### src/rtl/trex_game_if.sv
// Signal bundle between the game controller and the downstream game blocks
// (trex character, obstacles, renderer).
//
// Handshake: frame_tick is the only strobe, and it has no ready. Consumers
// must take every tick. jump is only meaningful while frame_tick is high.
// game_rst is a standalone one-cycle pulse. timer, speed, score, crash and
// playing are levels that hold until the controller changes them.
interface trex_game_if;
    logic        btn_jump;
    logic        collide;
    logic        frame_tick;
    logic [5:0]  timer;
    logic [3:0]  speed;
    logic        jump;
    logic        crash;
    logic        game_rst;
    logic [16:0] score;
    logic        playing;

    // The controller drives the game-state outputs.
    modport master (
        input  btn_jump, collide,
        output frame_tick, timer, speed, jump, crash, game_rst, score, playing
    );

    // The game blocks and the input front-end.
    modport slave (
        output btn_jump, collide,
        input  frame_tick, timer, speed, jump, crash, game_rst, score, playing
    );
endinterface

### src/rtl/trex_game_ctrl.sv
// T-rex runner game sequencer. It provides the frame divider, the 0..59 frame
// timer, the speed ramp, frame-aligned jumps, crash latching with a button
// lockout, the score, and the restart pulse.
module trex_game_ctrl #(
    parameter int CLK_PER_FRAME   = 1_666_666,
    parameter int INIT_SPEED      = 6,
    parameter int MAX_SPEED       = 13,
    parameter int FRAMES_PER_STEP = 600,
    parameter int LOCKOUT_FRAMES  = 30,
    parameter int SCORE_MAX       = 99999
) (
    input  logic              clk,
    input  logic              rst,
    trex_game_if.master       bus,
    output logic [1:0]        state_dbg
);
    localparam int DIV_W  = (CLK_PER_FRAME > 1)   ? $clog2(CLK_PER_FRAME)   : 1;
    localparam int STEP_W = (FRAMES_PER_STEP > 1) ? $clog2(FRAMES_PER_STEP) : 1;
    localparam int LOCK_W = (LOCKOUT_FRAMES > 0)  ? $clog2(LOCKOUT_FRAMES + 1) : 1;

    localparam logic [DIV_W-1:0]  DIV_LAST   = DIV_W'(CLK_PER_FRAME - 1);
    localparam logic [STEP_W-1:0] STEP_LAST  = STEP_W'(FRAMES_PER_STEP - 1);
    localparam logic [LOCK_W-1:0] LOCK_LAST  = LOCK_W'(LOCKOUT_FRAMES);
    localparam logic [3:0]        SPEED_INIT = 4'(INIT_SPEED);
    localparam logic [3:0]        SPEED_TOP  = 4'(MAX_SPEED);
    localparam logic [16:0]       SCORE_TOP  = 17'(SCORE_MAX);

    typedef enum logic [1:0] {
        S_IDLE    = 2'd0,
        S_PLAYING = 2'd1,
        S_CRASHED = 2'd2,
        S_LOCKOUT = 2'd3
    } state_t;

    state_t             state_q, state_d;
    logic [DIV_W-1:0]   div_cnt;
    logic [STEP_W-1:0]  step_cnt;
    logic [LOCK_W-1:0]  lock_cnt;
    logic [5:0]         timer_q;
    logic [3:0]         speed_q;
    logic [16:0]        score_q;
    logic               btn_prev, pending, game_rst_q;
    logic               tick, press, jump_w, start, restart;

    assign tick  = (div_cnt == DIV_LAST);
    assign press = bus.btn_jump & ~btn_prev;

    // State register.
    always_ff @(posedge clk) begin
        if (rst) state_q <= S_IDLE;
        else     state_q <= state_d;
    end

    // Next state, plus jump/start/restart decisions. A crash takes priority over a jump.
    always_comb begin
        state_d = state_q;
        jump_w  = 1'b0;
        start   = 1'b0;
        restart = 1'b0;
        case (state_q)
            S_IDLE: begin
                if (tick && (pending || press)) begin
                    jump_w  = 1'b1;
                    start   = 1'b1;
                    state_d = S_PLAYING;
                end
            end
            S_PLAYING: begin
                if (tick) begin
                    if (bus.collide)             state_d = S_CRASHED;
                    else if (pending || press)   jump_w  = 1'b1;
                end
            end
            S_CRASHED: state_d = S_LOCKOUT;
            S_LOCKOUT: begin
                if (lock_cnt == LOCK_LAST && press) begin
                    restart = 1'b1;
                    state_d = S_IDLE;
                end
            end
            default: state_d = S_IDLE;
        endcase
    end

    // Datapath: divider, timer, button edge, pending jump, score/speed ramp and lockout count.
    always_ff @(posedge clk) begin
        if (rst) begin
            div_cnt    <= '0;
            step_cnt   <= '0;
            lock_cnt   <= '0;
            timer_q    <= '0;
            speed_q    <= SPEED_INIT;
            score_q    <= '0;
            btn_prev   <= 1'b0;
            pending    <= 1'b0;
            game_rst_q <= 1'b0;
        end else begin
            div_cnt    <= tick ? '0 : div_cnt + 1'b1;
            btn_prev   <= bus.btn_jump;
            game_rst_q <= restart;
            if (tick) timer_q <= (timer_q == 6'd59) ? 6'd0 : timer_q + 6'd1;

            // Only live play phases remember a press. Each tick consumes it.
            if (state_q == S_IDLE || state_q == S_PLAYING) begin
                if (tick)       pending <= 1'b0;
                else if (press) pending <= 1'b1;
            end

            if (state_q == S_PLAYING && tick && !bus.collide) begin
                if (score_q != SCORE_TOP) score_q <= score_q + 17'd1;
                if (step_cnt == STEP_LAST) begin
                    step_cnt <= '0;
                    if (speed_q != SPEED_TOP) speed_q <= speed_q + 4'd1;
                end else begin
                    step_cnt <= step_cnt + 1'b1;
                end
            end

            if (state_q == S_CRASHED)
                lock_cnt <= '0;
            else if (state_q == S_LOCKOUT && tick && lock_cnt != LOCK_LAST)
                lock_cnt <= lock_cnt + 1'b1;

            if (start || restart) begin
                score_q  <= '0;
                speed_q  <= SPEED_INIT;
                step_cnt <= '0;
            end
            if (restart) pending <= 1'b0;
        end
    end

    assign bus.frame_tick = tick;
    assign bus.timer      = timer_q;
    assign bus.speed      = speed_q;
    assign bus.score      = score_q;
    assign bus.jump       = jump_w;
    assign bus.game_rst   = game_rst_q;
    assign bus.crash      = (state_q == S_CRASHED) || (state_q == S_LOCKOUT);
    assign bus.playing    = (state_q == S_PLAYING);
    assign state_dbg      = state_q;
endmodule
### src/flat_wrapper.sv
// flat-port wrapper written by rule: the top's interface ports become plain ports
module trex_game_ctrl_flat 
#(
    parameter int CLK_PER_FRAME   = 1_666_666,
    parameter int INIT_SPEED      = 6,
    parameter int MAX_SPEED       = 13,
    parameter int FRAMES_PER_STEP = 600,
    parameter int LOCKOUT_FRAMES  = 30,
    parameter int SCORE_MAX       = 99999
)
  (clk, rst, state_dbg, bus_btn_jump, bus_collide, bus_frame_tick, bus_timer, bus_speed, bus_jump, bus_crash, bus_game_rst, bus_score, bus_playing);
  trex_game_if bus_i ();
  input  logic clk;
  input  logic rst;
  output logic [1:0] state_dbg;
  input wire logic [$bits(bus_i.btn_jump)-1:0] bus_btn_jump;
  input wire logic [$bits(bus_i.collide)-1:0] bus_collide;
  output wire logic [$bits(bus_i.frame_tick)-1:0] bus_frame_tick;
  output wire logic [$bits(bus_i.timer)-1:0] bus_timer;
  output wire logic [$bits(bus_i.speed)-1:0] bus_speed;
  output wire logic [$bits(bus_i.jump)-1:0] bus_jump;
  output wire logic [$bits(bus_i.crash)-1:0] bus_crash;
  output wire logic [$bits(bus_i.game_rst)-1:0] bus_game_rst;
  output wire logic [$bits(bus_i.score)-1:0] bus_score;
  output wire logic [$bits(bus_i.playing)-1:0] bus_playing;
  assign bus_i.btn_jump = bus_btn_jump;
  assign bus_i.collide = bus_collide;
  assign bus_frame_tick = bus_i.frame_tick;
  assign bus_timer = bus_i.timer;
  assign bus_speed = bus_i.speed;
  assign bus_jump = bus_i.jump;
  assign bus_crash = bus_i.crash;
  assign bus_game_rst = bus_i.game_rst;
  assign bus_score = bus_i.score;
  assign bus_playing = bus_i.playing;
  trex_game_ctrl #(.CLK_PER_FRAME(CLK_PER_FRAME), .INIT_SPEED(INIT_SPEED), .MAX_SPEED(MAX_SPEED), .FRAMES_PER_STEP(FRAMES_PER_STEP), .LOCKOUT_FRAMES(LOCKOUT_FRAMES), .SCORE_MAX(SCORE_MAX)) u_core (.clk(clk), .rst(rst), .bus(bus_i), .state_dbg(state_dbg));
endmodule
### config.mk
export PLATFORM = sky130hd
export DESIGN_NAME = trex_game_ctrl_flat
export DESIGN_NICKNAME = d
export VERILOG_FILES = /design/src/rtl/trex_game_if.sv /design/src/rtl/trex_game_ctrl.sv /design/src/flat_wrapper.sv
export SDC_FILE = /design/constraint.sdc
export NUM_CORES = 1
export LEC_CHECK = 0
export ABC_AREA = 1
export BUFFER_PORTS_ARGS = -buffer_cell sky130_fd_sc_hd__buf_2
export CORE_ASPECT_RATIO = 0.8
export CORE_UTILIZATION = 40
export CTS_BUF_LIST = sky130_fd_sc_hd__clkbuf_16
export CTS_CLUSTER_SIZE = 30
export DETAILED_ROUTE_END_ITERATION = 6
export GPL_TIMING_DRIVEN = 0
export SLEW_MARGIN = 20
export SYNTH_ARGS = -nofsm -noshare
export SYNTH_HDL_FRONTEND = slang
export SYNTH_SLANG_ARGS = --single-unit
### constraint.sdc
create_clock -name clk -period 3.4 [get_ports clk]
set_input_delay 0.68 -clock clk [delete_from_list [all_inputs] [get_ports clk]]
set_output_delay 0.68 -clock clk [all_outputs]
set_load 0.005 [all_outputs]
**After elaboration in Yosys (flattened, before gate mapping)**

Cells that the tools add are included.

- Add/subtract/negate cells: 6
- Equal/unequal tests: 14
- Multiplexer cells: 17
- Bitwise logic cells: 2
- Reductions and logical operators: 21

Operators with widths:

| kind | count |
|---|---|
| 21-bit by 1-bit adder with 21-bit output (second input constant) | 1 |
| 21-bit equality test (second input constant) | 1 |
| 17-bit by 1-bit adder with 17-bit output (second input constant) | 1 |
| 17-bit inequality test (second input constant) | 1 |
| 10-bit by 1-bit adder with 10-bit output (second input constant) | 1 |
| 10-bit equality test (second input constant) | 1 |
| 10-bit 2-to-1 mux | 1 |
| 1-bit 2-to-1 mux | 9 |
| 2-bit 2-to-1 mux | 4 |
| 2-bit case mux with 4 select lines | 1 |
| 2-bit OR reduction | 4 |
| 6-bit by 1-bit adder with 6-bit output (second input constant) | 1 |
| 6-bit equality test (second input constant) | 1 |
| 1-bit logical AND | 6 |
| 6-bit 2-to-1 mux | 1 |
| 2-bit by 1-bit inequality test with 1-bit output (second input constant) | 3 |
| 5-bit by 1-bit adder with 5-bit output (second input constant) | 1 |
| 5-bit equality test (second input constant) | 1 |
| 5-bit inequality test (second input constant) | 1 |
| 4-bit by 1-bit adder with 4-bit output (second input constant) | 1 |
| 2-bit equality test (second input constant) | 2 |
| 1-bit logical OR | 4 |
| 4-bit inequality test (second input constant) | 1 |
| 2-bit AND reduction | 2 |
| 10 further kinds | 10 |

- Bits in registers: 68
- Input port bits: 4
- Output and inout port bits: 34
- Logic and storage cells: 70

**Logic depth before layout (Yosys ltp)**

Gate-level depths: netlist of run 1.

- Word-level depth: 8
- Mapped depth: 12
- Gate-level depth less buffers: 12

**Worst setup path after synthesis of run 1**

Ideal clock, no wire load.

- Path type: reg-to-output
- Start: register u_core.div_cnt[0]
- End: output bus_jump
- Data arrival time: 1.197 ns
- Required time: 2.720 ns
- Setup slack: 1.523 ns
- Cell stages (with the launch flop): 8
- Buffers on the path: 0
- Cells stage by stage: dfxtp_1 -> ha_1 -> nand2_1 -> nor2_1 -> nand3_1 -> nor2_2 -> nand2_1 -> a21oi_1

- Word-level cells in the longest chain between the ends: 4
- Elaborated cells on any way between the ends: 5
- Those cells by class: 1 x eq/ne; 3 x mux; 1 x reduce/logical

RTL lines:

| element | RTL line | text |
|---|---|---|
| from (decl) | trex_game_ctrl.sv:36 | `logic [DIV_W-1:0] div_cnt;` |
| from (signal assigned) | trex_game_ctrl.sv:98 | `div_cnt <= tick ? '0 : div_cnt + 1'b1;` |
| 21-bit equality test (*) | trex_game_ctrl.sv:45 | `assign tick = (div_cnt == DIV_LAST);` |
| named net bus_frame_tick | flat_wrapper.sv:18 | `output wire logic [$bits(bus_i.frame_tick)-1:0] bus_frame_tick;` |
| 1-bit logical AND | trex_game_ctrl.sv:62 | `if (tick && (pending \|\| press)) begin` |
| 1-bit 2-to-1 mux | trex_game_ctrl.sv:62 |  |
| 1-bit case mux with 2 select lines (*) | trex_game_ctrl.sv:60 | `case (state_q)` |
| to (decl) | flat_wrapper.sv:21 | `output wire logic [$bits(bus_i.jump)-1:0] bus_jump;` |

Mark *: on every way through the listed nets, which the timed path passes. The rest lies on a longest branch.

**Worst setup path in the final report of run 1**

- Start: register u_core.div_cnt[0]
- End: output bus_jump

- Word-level cells in the longest chain between the ends: 4
- Elaborated cells on any way between the ends: 5
- Those cells by class: 1 x eq/ne; 3 x mux; 1 x reduce/logical

RTL lines:

| element | RTL line |
|---|---|
| 21-bit equality test (*) | trex_game_ctrl.sv:45 |
| 1-bit logical AND | trex_game_ctrl.sv:62 |
| 1-bit 2-to-1 mux | trex_game_ctrl.sv:62 |
| 1-bit case mux with 2 select lines (*) | trex_game_ctrl.sv:60 |

Every way passes the cells marked *; elsewhere a longest branch is shown, timed or not.

==> results of run 1 <==
[synthesized netlist by cell type (4+ instances only)]
| cell type | count | share of area |
|---|---|---|
| o21ai_0 | 13 | 0.016 |
| inv_1 | 78 | 0.074 |
| xor2_1 | 15 | 0.033 |
| nor2_1 | 91 | 0.086 |
| nor3_1 | 14 | 0.018 |
| ha_1 | 13 | 0.041 |
| nand2_1 | 149 | 0.14 |
| nand4_1 | 17 | 0.027 |
| nand3b_1 | 4 | 0.0076 |
| nor2_2 | 9 | 0.014 |
| inv_2 | 9 | 0.0085 |
| or2_2 | 4 | 0.0063 |
| dfxtp_1 | 68 | 0.34 |
| nor3b_1 | 4 | 0.0076 |
| nand3_1 | 55 | 0.070 |
| a21oi_1 | 37 | 0.047 |
[critical path, stage by stage, from the launching register on]
cell	delay (ps)
dfxtp_1	390
ha_1	220
nand2_1	80
nor2_1	140
nand3_1	140
nor2_2	300
nand2_1	80
a21oi_1	150
buf_2	150
[worst paths after layout]
kind	slack, ps	cells past startpoint	startpoint	end
max	740	8	u_core.div_cnt[0]	bus_jump
min reg2reg	450	2	u_core.lock_cnt[4]	u_core.lock_cnt[4]
min	450	2	u_core.lock_cnt[4]	u_core.lock_cnt[4]
max reg2reg	1330	8	u_core.div_cnt[0]	u_core.bus.score[16]
[cell type report]
type / instances / area, um2 / share of cell area
plain buffers: 6 / 43.8 / 0.00960
clock buffers: 9 / 225 / 0.0494
clock inverters: 6 / 48.8 / 0.0107
inverters: 87 / 327 / 0.0716
multi-input cells: 447 / 2220 / 0.487
flip-flops and latches: 68 / 1360 / 0.298
well taps: 119 / 149 / 0.0326
repair buffers: 37 / 185 / 0.0406
[logic make-up after synthesis]
| family | count (synthesis) | share of synthesized area |
|---|---|---|
| compound gates | 57 | 0.0766 |
| xor+xnor | 18 | 0.0399 |
| fa+ha+maj | 13 | 0.0411 |
| buf+inv | 93 | 0.0936 |
| flops | 68 | 0.344 |
| simple gates | 359 | 0.405 |
[routing by layer]
| metal | vias up | track usage | wire, um |
|---|---|---|---|
| li1 | 2033 | - | - |
| met2 | 83 | 0.308 | 4100 |
| met1 | 1737 | 0.281 | 5130 |
| met4 | 0 | 0.0559 | 99 |
| met3 | 9 | 0.0447 | 439 |
| met5 | - | 0 | 0 |
[state kept, by name, summed over array words and instances, names as in the netlist]
| signal | count |
|---|---|
| u_core.btn_prev | 1 |
| u_core.bus.game_rst | 1 |
| u_core.bus.score | 17 |
| u_core.bus.speed | 4 |
| u_core.bus.timer | 6 |
| u_core.div_cnt | 21 |
| u_core.lock_cnt | 5 |
| u_core.pending | 1 |
| u_core.state_dbg | 2 |
| u_core.step_cnt | 10 |
[stage by stage]
stage                     utilization  total power, uW  area, um2
after CTS                       0.475             1740       4560
after floorplan                     -              848       3960
after global routing            0.475             1790       4560
after global placement          0.446              861       4290
final                           0.475             1730       4560
after detailed placement        0.446              862       4290
[placed cells by master (no fill, tap or decap), types with 14 or more instances in the layout]
cell type  instances
nand2_1          149
nor2_1            91
inv_1             80
dfxtp_1           68
nand3_1           55
buf_2             39
a21oi_1           37
nand4_1           17
xor2_1            15
nor3_1            14
[power breakdown]
part / internal, uW / leakage (uW) / total [uW] / switching [uW]
clock: 550 / 0.000140 / 882 / 331
sequential: 802 / 0.000549 / 805 / 3.18
combinational: 12.1 / 0.00126 / 39.7 / 27.6
==> results.py, run 1 <==
metrics = {
    "cts": {
        "cts_root_buffer": "clkbuf_16",
        "htree_levels": 3,
        "cts_tree": "yes",
        "cts_made_buffers": 9,
        "cts_sinks": 68,
        "cts_buffer_depth": 2,
        "post-cts-setup-buffer-count": 0,
        "clkTransAtPathRegs_ps": 50,
        "clk-insertion-delay-late_ps": 330,
        "post_cts_resized": 0,
        "cts_hold_buf": 0,
    },
    "place": {
        "place_inst": 764,
        "post-place-ws_ps": 1130,
        "gp_congestion": 0.865,
        "port_buffers": 37,
        "dp_hpwl_mm": 7.39,
    },
    "layout": {
        "n_antenna_cell": 0,
        "fillCellCount": 1007,
        "syn_to_final_growth_pct": 15.4,
        "final_cells": 779,
        "fin_nets": 673,
        "drive_above_1_share": 0.129,
    },
    "sta": {
        "finalSetupViolCount": 0,
        "fin_crit_sh": 0.782,
        "slew_violations": 0,
        "max_freq_mhz": 376,
        "relSlewSlack": 0.618,
        "finalSetupTns_ps": 0,
        "holdWs_ps": 452,
        "worstMarginPinSlew_ps": 568,
        "period_needed_ps": 2660,
        "hold_viol_final": 0,
        "setup_slack_ps": 740,
        "skew_ps": 5.36,
        "rsz0062_at_grt": "no",
    },
    "synthesis": {
        "synth-seq-cells": 68,
        "synth_cell_types": 33,
        "avgSynthCellArea_um2": 6.51,
        "synthesis.nets": 625,
        "yosysSeqAreaShare": 0.344,
        "synth_edf_count": 0,
        "syn-cell-area_um2": 3960,
        "yosys_warnings": 0,
        "synth_cells": 608,
        "ys.flop_type": "dfxtp_1",
        "async_reset_ff_frac": 0,
    },
    "die": {
        "start_util": 0.412,
        "io_pins": 38,
        "die_h_um": 90.9,
        "die_w_um": 113,
        "die-area_um2": 10300,
        "core_um2": 9610,
        "rows": 32,
    },
    "power_and_ir_drop": {
        "p_leak_uw": 0.00195,
        "peakVddDrop_uv": 210,
        "powerDensity_nw_per_um2": 378,
    },
    "global_route": {
        "grt_pass1_vias": 3577,
        "antenna_found_initial": 0,
        "grt_pass1_wl_mm": 16.6,
        "gr-usage-all-layers": 0.201,
        "grt-ovfl-total": 0,
        "grt_max_degree": 11,
    },
    "detailed_routing": {
        "vias": 3862,
        "wl_per_cell_um": 12.5,
        "drt_first_pass_iters": 5,
        "wirelength_mm": 9.77,
        "vias_per_cell": 4.96,
        "drtAntennaViolNets": 0,
        "drc": 0,
        "first_iter_violations": 161,
    },
    "run": {
        "cap_violations": 0,
    },
    "critical_path": {
        "cp-end-kind": "output port",
        "crit_arrival_ps": 1980,
        "crit_fanout": 5,
        "startpoint_type": "register",
        "critPathKind": "reg -> out",
        "worstPathRequired_ps": 2720,
    },
    "status": {
        "status": "complete, no violations",
    },
    "min_path": {
        "min_path_type": "reg -> reg",
    },
}
Note: power is estimated with default switching activity, not from simulation.
==> run 2: changes to the inputs <==
Settings changed: ABC_AREA 1 to 0.
Clock period 3.4 ns to 2.4 ns, I/O delays scaled along.
==> run 2 against run 1 <==
Against the previous run: the run now ends with negative setup slack left; clock power grew 55%; first-iteration DRC count up 34%; total power is 55% higher; flip-flop and latch count unchanged; worst setup slack lost 840 ps; cell count shrank 27%; hold slack got worse by 82 ps; non-clock buffer count grew 15; utilization rose by 3.1 points; global-route usage fell by 0.34 points.
==> results.py, run 2 <==
metrics = {
    "detailed_routing": {
        "routed.top_layer": "met4",
        "wl_met2_mm": 3.86,
        "wirelength_mm": 8.67,
        "first_iter_violations": 216,
        "drt-met1-wl_mm": 4.34,
        "drc": 0,
        "drtAntennaViolNets": 0,
        "wl_met3_um": 435,
        "wl_per_cell_um": 15.2,
        "vias": 3182,
        "vias_per_cell": 5.56,
        "drt_first_pass_iters": 6,
    },
    "sta": {
        "max_freq_mhz": 399,
        "holdWs_ps": 370,
        "period_needed_ps": 2500,
        "worstMarginPinSlew_ps": 702,
        "finalSetupTns_ps": -193,
        "hold_viol_final": 0,
        "fin_crit_sh": 1.04,
        "slew_violations": 0,
        "skew_ps": 10.1,
        "finalSetupViolCount": 2,
        "relSlewSlack": 0.528,
        "setup_slack_ps": -104,
        "rsz0062_at_grt": "yes",
    },
    "synthesis": {
        "synth_cell_types": 60,
        "muxShareOfSynthArea": 0.00848,
        "yosysMostFrequentCell": "dfxtp_1",
        "yosys_warnings": 0,
        "synth_cells": 397,
        "ys.flop_type": "dfxtp_1",
        "synth_compound_area_frac": 0.112,
        "yosysTopAreaCell": "dfxtp_1",
        "synth-seq-cells": 68,
        "yosys.area.top_type_share": 0.385,
        "synth_top_family_by_area": "simple AND/OR/NAND/NOR gates",
        "synthesis.nets": 414,
        "synth-simple-area-share": 0.329,
        "synth_fa_ha_area_frac": 0.0460,
        "synth_top_cells_by_count": "68 x dfxtp_1, 49 x nor2_1, 24 x nand2_1",
        "synth_xor_area_frac": 0.0891,
        "yosysSeqAreaShare": 0.385,
        "async_reset_ff_frac": 0,
        "syn-cell-area_um2": 3540,
        "avgSynthCellArea_um2": 8.92,
        "synth_area_leaders": "dfxtp_1 38%, nor2_1 5.2%, xnor2_1 5.2%, ha_1 4.6%, xor2_1 3.7%",
        "synth_edf_count": 0,
    },
    "layout": {
        "final_util": 0.506,
        "largest_register": "u_core.div_cnt",
        "largest_register_ffs": 21,
        "mostFrequentLayoutCells": "66 x dfxtp_1, 48 x nor2_1, 41 x buf_2",
        "final_cells": 572,
        "n_antenna_cell": 0,
        "multi_input_area_um2": 2120,
        "fillCellCount": 801,
        "syn_to_final_growth_pct": 21.9,
        "fin_nets": 472,
        "final_common_cell": "dfxtp_1",
        "final_cell_area_um2": 4310,
        "regArea_um2": 1360,
        "drive_above_1_share": 0.207,
    },
    "critical_path": {
        "reg2reg_to": "u_core.bus.speed[3]",
        "worstPathRequired_ps": 1920,
        "cp-end-kind": "output port",
        "crit_path_cell_trace": "inv_2, ha_4, nand4b_1, or4b_4, nor3_4, o21a_1, buf_2",
        "critPathKind": "reg -> out",
        "crit_fanout": 3,
        "r2r-start": "u_core.div_cnt[2]",
        "reg2reg_slack_ps": 160,
        "crit_start": "u_core.div_cnt[1]",
        "crit_buf_inv": 2,
        "worst_path_max_delay_cell": "or4b_4",
        "crit_family": "simple AND/OR/NAND/NOR gates",
        "path_depth": 7,
        "crit_arrival_ps": 2020,
        "reg2reg_depth": 7,
        "cpPeakStageDelay_ps": 580,
        "startpoint_type": "register",
        "endpoint": "bus_jump",
    },
    "die": {
        "start_util": 0.415,
        "die_h_um": 86.1,
        "die_w_um": 107,
        "die-area_um2": 9230,
        "io_pins": 38,
        "rows": 30,
        "core_um2": 8520,
    },
    "cts": {
        "cts_buffer_depth": 2,
        "cts_root_buffer": "clkbuf_16",
        "cts_sinks": 68,
        "clkTransAtPathRegs_ps": 60,
        "cts_tree": "yes",
        "clk-insertion-delay-late_ps": 330,
        "htree_levels": 3,
        "cts_made_buffers": 9,
    },
    "status": {
        "violations": "negative setup slack",
        "status": "complete, but fails checks",
    },
    "place": {
        "place_inst": 546,
        "dpl-instance-area_um2": 3860,
        "gp_congestion": 0.832,
        "port_buffers": 37,
        "dp_hpwl_mm": 6.08,
    },
    "power_and_ir_drop": {
        "peakVddDrop_uv": 310,
        "powerDensity_nw_per_um2": 619,
        "p_leak_uw": 0.00165,
    },
    "global_route": {
        "grt_pass1_vias": 2868,
        "grt_max_degree": 12,
        "gr-usage-all-layers": 0.197,
        "grt_pass1_wl_mm": 14.2,
        "grt-ovfl-total": 0,
        "antenna_found_initial": 0,
    },
    "min_path": {
        "min_path_type": "in -> reg",
    },
    "run": {
        "cap_violations": 0,
    },
}
run 2: cell count changes in the layout (fill, tap and decap cells not counted), sizes merged, moves of 7 or more:
cell / previous run / this run
a21oi: 37 / 17
nand2: 152 / 24
nor4: 1 / 8
xnor2: 3 / 21
buf: 43 / 54
nand3: 57 / 23
inv: 89 / 15
or3: 0 / 8
nor2: 102 / 49
run 2: per-layer routing:
| layer | track usage | vias up |
|---|---|---|
| met1 | 0.270 | 1533 |
| met2 | 0.299 | 72 |
| li1 | - | 1575 |
| met4 | 0.0598 | 0 |
| met3 | 0.0578 | 2 |
| met5 | 0 | - |
run 2: power breakdown:
group | internal [uW] | leakage, uW | total, uW | switching, uW
clock | 896 | 0.000155 | 1370 | 475
combinational | 58.1 | 0.000948 | 146 | 88.2
sequential | 1140 | 0.000549 | 1150 | 11.7
total | 2100 | 0.00165 | 2670 | 575
run 2: cell type report:
cell class	instances	share of cell area
Buffer	11	0.0148
Clock buffer	9	0.0522
Clock inverter	7	0.0194
Inverter	13	0.0113
Multi-Input combinational cell	305	0.490
Sequential cell	68	0.316
Tap cell	112	0.0325
Timing Repair Buffer	47	0.0632
run 2: metrics by stage:
stage,total power [uW],setup slack (ps)
floorplan,1260,202
global placement,1300,-109
detailed placement,1300,-155
CTS,2690,-76.7
global route,2780,-231
finish,2670,-104
run 2: worst min path at each step:
| stage | endpoint | start | cells past startpoint |
|---|---|---|---|
| finish | u_core.btn_prev | bus_btn_jump | 2 |
| detailed placement | u_core.step_cnt[1] | u_core.step_cnt[1] | 2 |
| CTS | u_core.btn_prev | bus_btn_jump | 2 |
| global placement | u_core.step_cnt[1] | u_core.step_cnt[1] | 2 |
| global route | u_core.btn_prev | bus_btn_jump | 2 |
| floorplan | u_core.step_cnt[1] | u_core.step_cnt[1] | 2 |
run 2: cells by family (layout without fill, tap and decap cells):
group | Yosys count | count (layout)
buf+inv | 24 | 87
flops | 68 | 68
mux | 3 | 3
simple gates | 195 | 195
compound gates | 58 | 58
fa+ha+maj | 13 | 13
xor+xnor | 36 | 36
run 2: repair_timing:
action                                  in CTS  in global routing
setup buffers                                4                  6
endpoints found under the setup margin       7                 23
pin swaps                                    3                  2
cloned                                       0                  0
hold endpoints to repair                     0                  0
hold buffers                                 0                  0
gates resized for setup                      9                  7
run 2: worst reg2reg max path, cell delays in order, from the launching register on:
cell and delay, ps:
dfxtp_1 400, nor4b_4 320, buf_4 170, and2_0 100
buf_2 210, nand4_2 250, or4b_1 540, o211a_1 140
==> run 3: changes to the inputs <==
Settings changed: ABC_AREA 0 to 1, CORE_UTILIZATION 40 to 35, GPL_TIMING_DRIVEN 0 to default.
==> run 3 against run 2 <==
Against the previous run: fmax grew 14%; utilization fell by 7.9 points; cell count is 41% higher; the run now ends clean; largest power group unchanged; non-clock buffer count shrank 15; combinational power shrank 63%; first-iteration DRC count shrank 19%; register-to-register slack gained 280 ps; clock skew fell by 2.7 ps.
==> results.py, run 3 (synthesis gave the netlist of run 1 again) <==
metrics = {
    "die": {
        "die_h_um": 97.1,
        "die_w_um": 121,
        "die-area_um2": 11700,
        "io_pins": 38,
        "core_um2": 10900,
        "start_util": 0.362,
        "rows": 34,
    },
    "layout": {
        "final_cells": 805,
        "drive_above_1_share": 0.138,
        "syn_to_final_growth_pct": 18.2,
        "mostFrequentLayoutCells": "149 x nand2_1, 91 x nor2_1, 79 x inv_1",
        "largest_register_ffs": 21,
        "n_antenna_cell": 0,
        "final_util": 0.427,
        "final_common_cell": "nand2_1",
        "fin_nets": 673,
        "largest_register": "u_core.div_cnt",
    },
    "place": {
        "gp_congestion": 0.899,
        "port_buffers": 37,
        "place_inst": 787,
        "dp_hpwl_mm": 7.21,
    },
    "cts": {
        "clk-insertion-delay-late_ps": 330,
        "cts_hold_buf": 0,
        "cts_tree": "yes",
        "cts_made_buffers": 9,
        "cts_root_buffer": "clkbuf_16",
        "clkTransAtPathRegs_ps": 60,
        "htree_levels": 3,
        "cts_buffer_depth": 2,
        "cts_sinks": 68,
    },
    "detailed_routing": {
        "first_iter_violations": 175,
        "vias_per_cell": 4.78,
        "wl_per_cell_um": 12.1,
        "wirelength_mm": 9.71,
        "drt_first_pass_iters": 5,
        "wl_met2_mm": 4.15,
        "wl_met3_um": 478,
        "routed.top_layer": "met4",
        "vias": 3849,
        "drc": 0,
        "drt-met1-wl_mm": 5.02,
        "drtAntennaViolNets": 0,
    },
    "global_route": {
        "antenna_found_initial": 0,
        "grt_max_degree": 21,
        "grt_pass1_vias": 3526,
        "grt_pass1_wl_mm": 16.7,
        "gr-usage-all-layers": 0.174,
        "grt-ovfl-total": 0,
    },
    "sta": {
        "finalSetupTns_ps": 0,
        "max_freq_mhz": 454,
        "finalSetupViolCount": 0,
        "relSlewSlack": 0.638,
        "period_needed_ps": 2200,
        "skew_ps": 7.36,
        "slew_violations": 0,
        "worstMarginPinSlew_ps": 539,
        "hold_viol_final": 0,
        "rsz0062_at_grt": "no",
        "fin_crit_sh": 0.917,
    },
    "critical_path": {
        "reg2reg_depth": 9,
        "reg2reg_to": "u_core.bus.score[15]",
        "crit_arrival_ps": 1720,
        "cp-end-kind": "output port",
        "critPathKind": "reg -> out",
        "r2r-start": "u_core.div_cnt[0]",
        "startpoint_type": "register",
        "worstPathRequired_ps": 1920,
        "reg2reg_slack_ps": 440,
        "crit_fanout": 5,
    },
    "min_path": {
        "min_to": "u_core.btn_prev",
        "min_from": "bus_btn_jump",
        "holdPathStages": 3,
        "min_path_type": "in -> reg",
    },
    "power_and_ir_drop": {
        "peakVddDrop_uv": 354,
        "p_leak_uw": 0.00198,
        "powerDensity_nw_per_um2": 583,
    },
    "run": {
        "cap_violations": 0,
    },
    "status": {
        "status": "complete, no violations",
    },
}
run 3: worst max path at each step:
| stage | from | cells past startpoint | slack [ps] | to |
|---|---|---|---|---|
| floorplan | u_core.state_dbg[1] | 10 | 720 | u_core.step_cnt[7] |
| CTS | u_core.div_cnt[0] | 8 | 150 | bus_jump |
| global placement | u_core.div_cnt[0] | 8 | 530 | u_core.bus.score[0] |
| global route | u_core.div_cnt[0] | 8 | 8 | bus_jump |
| detailed placement | u_core.div_cnt[0] | 8 | 450 | u_core.bus.score[15] |
| finish | u_core.state_dbg[1] | 7 | 200 | bus_jump |
run 3: layer usage:
metal	up-vias	global-route usage
met5	-	0
met4	0	0.0370
met3	6	0.0440
met2	77	0.261
met1	1727	0.250
li1	2039	-
run 3: repair_timing:
| item | 4_1_cts | 5_1_grt |
|---|---|---|
| gates resized for setup | 0 | 2 |
| endpoints found under the setup margin | 0 | 1 |
| setup buffers | 0 | 2 |
run 3: critical path, stage by stage (launching register included):
cell and delay [ps]:
dfxtp_1 350, inv_1 90, ha_1 280, inv_2 100, nor2_1 210, inv_2 100
a21oi_1 140, buf_2 130
run 3: area by class of cell:
class	count	area (um2)
clock inverter	7	116
multi-input combinational	447	2230
sequential	68	1360
tap	144	180
fill	1110	6260
inverter	87	327
clock buffer	9	225
timing repair buffer	43	230
run 3: per-stage QoR:
step	hold WS [ps]	power, uW	area, um2	setup slack [ps]
global placement	438	1220	4310	534
finish	397	2720	4670	199
floorplan	427	1200	3960	715
CTS	392	2750	4650	150
detailed placement	444	1220	4310	453
global route	401	2800	4670	8.18
run 3: power breakdown:
group	switching [uW]	internal, uW	leakage, uW	total (uW)
combinational	38.0	15.5	0.00127	53.5
clock	517	1010	0.000171	1530
sequential	4.08	1140	0.000549	1140
